==> src/rtl/wb_write_queue.sv <==
// Register-file write queue: merges ALU (A, priority) and load (B) results into a
// circular FIFO that retires one write per cycle through the register-file write port.
module wb_write_queue #(
  parameter int DEPTH = 4
) (
  input  logic                     clk,
  input  logic                     reset,
  input  logic                     a_valid,
  input  logic [4:0]               a_addr,
  input  logic [63:0]              a_data,
  output logic                     a_ready,
  input  logic                     b_valid,
  input  logic [4:0]               b_addr,
  input  logic [63:0]              b_data,
  output logic                     b_ready,
  input  logic                     stall,
  output logic                     we3,
  output logic [4:0]               wa3,
  output logic [63:0]              wd3,
  input  logic [4:0]               q_addr,
  output logic                     q_pending,
  output logic [$clog2(DEPTH):0]   count
);
  localparam int AW = $clog2(DEPTH);
  localparam int CW = AW + 1;

  logic [4:0]    addr_mem [DEPTH];
  logic [63:0]   data_mem [DEPTH];
  logic [AW-1:0] rd_ptr;
  logic [AW-1:0] wr_ptr;
  logic          full;
  logic          empty;
  logic          take_a;
  logic          take_b;
  logic          push;
  logic          pop;
  logic [4:0]    push_addr;
  logic [63:0]   push_data;
  logic [DEPTH-1:0] hit;

  assign full    = (count == CW'(DEPTH));
  assign empty   = (count == '0);
  // Readiness depends only on occupancy, so a pop in the same cycle never frees a slot early.
  assign a_ready = !full;
  assign b_ready = !full && !a_valid;

  assign take_a    = a_valid && a_ready;
  assign take_b    = b_valid && b_ready;
  assign push_addr = take_a ? a_addr : b_addr;
  assign push_data = take_a ? a_data : b_data;
  // Writes to XZR complete the handshake but never occupy a slot.
  assign push      = (take_a || take_b) && (push_addr != 5'd31);

  assign we3 = !empty && !stall;
  assign pop = we3;
  assign wa3 = empty ? 5'd0  : addr_mem[rd_ptr];
  assign wd3 = empty ? 64'd0 : data_mem[rd_ptr];

  // Hazard lookup: an entry is live when its distance from the head is below the occupancy.
  for (genvar gi = 0; gi < DEPTH; gi++) begin : g_cam
    logic [AW-1:0] ofs;
    assign ofs     = AW'(gi) - rd_ptr;
    assign hit[gi] = (CW'(ofs) < count) && (addr_mem[gi] == q_addr);
  end
  assign q_pending = (q_addr != 5'd31) && (|hit);

  always_ff @(posedge clk or posedge reset) begin
    if (reset) begin
      rd_ptr <= '0;
      wr_ptr <= '0;
      count  <= '0;
    end else begin
      if (push) wr_ptr <= wr_ptr + AW'(1);
      if (pop)  rd_ptr <= rd_ptr + AW'(1);
      case ({push, pop})
        2'b10:   count <= count + CW'(1);
        2'b01:   count <= count - CW'(1);
        default: count <= count;
      endcase
    end
  end

  // Payload storage needs no reset; occupancy alone decides which entries are meaningful.
  always_ff @(posedge clk) begin
    if (push) begin
      addr_mem[wr_ptr] <= push_addr;
      data_mem[wr_ptr] <= push_data;
    end
  end
endmodule

==> config.mk <==
export PLATFORM = sky130hd
export DESIGN_NAME = wb_write_queue
export DESIGN_NICKNAME = d
export VERILOG_FILES = /design/src/rtl/wb_write_queue.sv
export SDC_FILE = /design/constraint.sdc
export NUM_CORES = 1
export LEC_CHECK = 0
export BUFFER_PORTS_ARGS = -buffer_cell sky130_fd_sc_hd__buf_2
export CAP_MARGIN = 20
export CORE_ASPECT_RATIO = 1.25
export CORE_MARGIN = 1
export CORE_UTILIZATION = 50
export CTS_CLUSTER_SIZE = 14
export DETAILED_ROUTE_END_ITERATION = 8
export PLACE_DENSITY = 0.8
export SYNTH_ARGS = -nofsm -noshare
export SYNTH_HDL_FRONTEND = slang
export SYNTH_SLANG_ARGS = --single-unit
==> constraint.sdc <==
create_clock -name clk -period 2.9 [get_ports clk]
set_clock_uncertainty 0.05 [all_clocks]
set_input_delay 0.145 -clock clk [delete_from_list [all_inputs] [get_ports clk]]
set_output_delay 0.145 -clock clk [all_outputs]
set_load 0.02 [all_outputs]
==> results.toml <==
[sta]
hold_ws_ns = 0.0640
drv_slew = 0
rsz0062_at_grt = "no"
hold_viol_final = 0
period_share = 0.950
slew_headroom = 0.422
setup_viol = 0
tightest_slew_ns = 0.867
fin_crit_ns = 2.75
fmax_mhz = 363
tns_ns = 0

[route]
wl_per_cell_um = 20.5
vias_per_cell = 5.36
drt-initial-drc-count = 488
totalWireLength_mm = 27.2
drc = 0
antenna_left = 0
via_count = 7103
drtPass1Iterations = 4

[clock_tree]
numClockSinks = 283
clk_pin_slew_worst_paths_ns = 0.06
post_cts_buffers = 0
numCtsBuffers = 26
clockBufferDepth = 3
clock-root-buffer = "clkbuf_16"
htreeDepth = 1
insertion_delay_ns = 0.51
cts_tree = "yes"

[hold_path]
hp-class = "in2async"

[grt]
grt_overflow = 0
grt_max_degree = 70
antenna_found_initial = 0
grt_usage = 0.223
grt_pass1_vias = 7601
grt_first_pass_wirelength_mm = 41.3

[critical_path]
required_ns = 3.09
setup.worst_path.class = "reg2reg"
cp.arrival_ns = 2.94
start_kind = "flip-flop"
crit_fanout = 33
end_kind = "flip-flop"

[floorplanning]
num_rows = 63
io_pins = 224
die_w_um = 141
start_util = 0.510
core_region_area_um2 = 23700
dieArea_um2 = 24800
die_y_um = 176

[synthesis]
seq_area_frac_synth = 0.700
synth_cell_types = 32
synth_top_area_frac = 0.685
ys_top_cells_by_area = "edfxtp_1, mux4_2, mux2_2, nor2b_1, dfrtp_1"
ys_warn_count = 0
synth_nets = 769
yosys_register_bits = 283
synth_area_per_cell_um2 = 19.8
synth_area_um2 = 12100
netlist_instances = 611
yosysTopAreaCell = "edfxtp_1"

[layout]
layout-drive-gt1-share = 0.422
n_antenna_cell = 0
syn_to_final_growth_pct = 31.2
fin_nets = 1139

[pwr]
p_leak_nw = 5.85
powerDensity_nw_per_um2 = 1050
power.total_mw = 16.7
irDropWorstVdd_mv = 0.652

[outcome]
status = "complete, no violations"

[placement]
numPortBuffers = 223
dpl.hpwl_mm = 15.5
routabilityCongestion = 0.837

[job]
maxCapViolations = 0
## power by group
group / total (mW) / internal [mW] / leakage (nW) / switching, mW
Combinational: 7.09 / 3.03 / 2.83 / 4.05
Clock: 3.19 / 1.81 / 0.386 / 1.38
Sequential: 6.40 / 6.03 / 2.63 / 0.369
Total: 16.7 / 10.9 / 5.85 / 5.80
## kinds of logic after synthesis
family,Yosys count,synth area share
flops,283,0.700
mux,140,0.198
simple gates,92,0.0477
buf+inv,47,0.0181
xor+xnor,27,0.0196
compound gates,12,0.00641
fa+ha+maj,10,0.0110
## layout make-up
cell class / instances / area, µm²
clock buffer: 35 / 716
clock inverter: 11 / 76.3
fill: 1526 / 7850
sequential: 283 / 8470
tap: 325 / 407
inverter: 11 / 41.3
multi-input combinational: 281 / 3440
timing repair buffer: 378 / 2730
## Yosys cell counts, drive strengths merged
library cell and instances:
edfxtp 276, mux2i 1, nor2 4, nor4 2
a2111oi 2, nand2 4, and2 4, nand3 1
inv 11, nor2b 71, xnor2 12, a221oi 2
o21ai 1, and4 1, mux4 69, ha 9
nand4 3, a22oi 1, clkbuf 18, dfrtp 7
buf 18, a21oi 6, nor3 1, xor2 15
fa 1, and3 1, mux2 70
## per-layer routing
layer	routed length (µm)	track usage	vias up
li1	-	-	3167
met1	10200	0.263	3581
met2	14600	0.402	271
met3	1300	0.0292	84
met4	1190	0.104	0
met5	0	0	-
## sequential cells by signal (all words and copies together), names as in the netlist
signal / count
rd_ptr: 2
addr_mem: 20
wr_ptr: 2
data_mem: 256
count: 3
## repair_timing
item                       in CTS  in global routing
hold endpoints to repair      285                  0
resized for setup               0                  4
hold buffers                  140                  0
setup endpoints to repair       0                140
## through the flow
stage | util | setup slack [ns] | instance area, µm² | cells
finish | 0.669 | 0.146 | 15900 | 1324
global route | 0.669 | 0.0428 | 15900 | 1324
CTS | 0.668 | 0.0303 | 15900 | 1324
detailed placement | 0.576 | 0.606 | 13700 | 1138
global placement | 0.576 | 0.669 | 13700 | 1138
floorplan | - | 0.336 | 12100 | 611
## path summary, 6_finish.rpt
path	startpoint	endpoint	slack, ns	cells past startpoint
min	reset	count[2]	0.06	3
max	count[0]	data_mem[1][1]	0.15	6
max in group asynchronous	reset	rd_ptr[1]	2.49	3
min reg2reg	wr_ptr[1]	wr_ptr[1]	0.54	1
max reg2reg	count[0]	data_mem[1][1]	0.15	6
min in group clk	b_valid	wr_ptr[0]	0.20	4
## worst max-delay path, stage by stage, from the launching register on
cell and delay, ns:
dfrtp_1 0.48, nor2_2 0.20, nand2_2 0.14, nand2_8 0.29, buf_4 0.31, mux2_2 0.37, dlygate4sd3_1 0.63
## cell usage in the layout (no fill, tap or decap), drive strengths merged, types with 2 or more instances in the layout
cell and instances:
edfxtp 276, buf 238, dlygate4sd3 140, nor2b 71, mux2 70, mux4 69
clkbuf 35, xor2 15, xnor2 12, inv 11, ha 9, clkinv 9
dfrtp 7, a21oi 6, and2 4, nand2 4, nor2 4, nand4 3
a221oi 2, nor4 2, a2111oi 2
(Power assumes the default switching activity.)
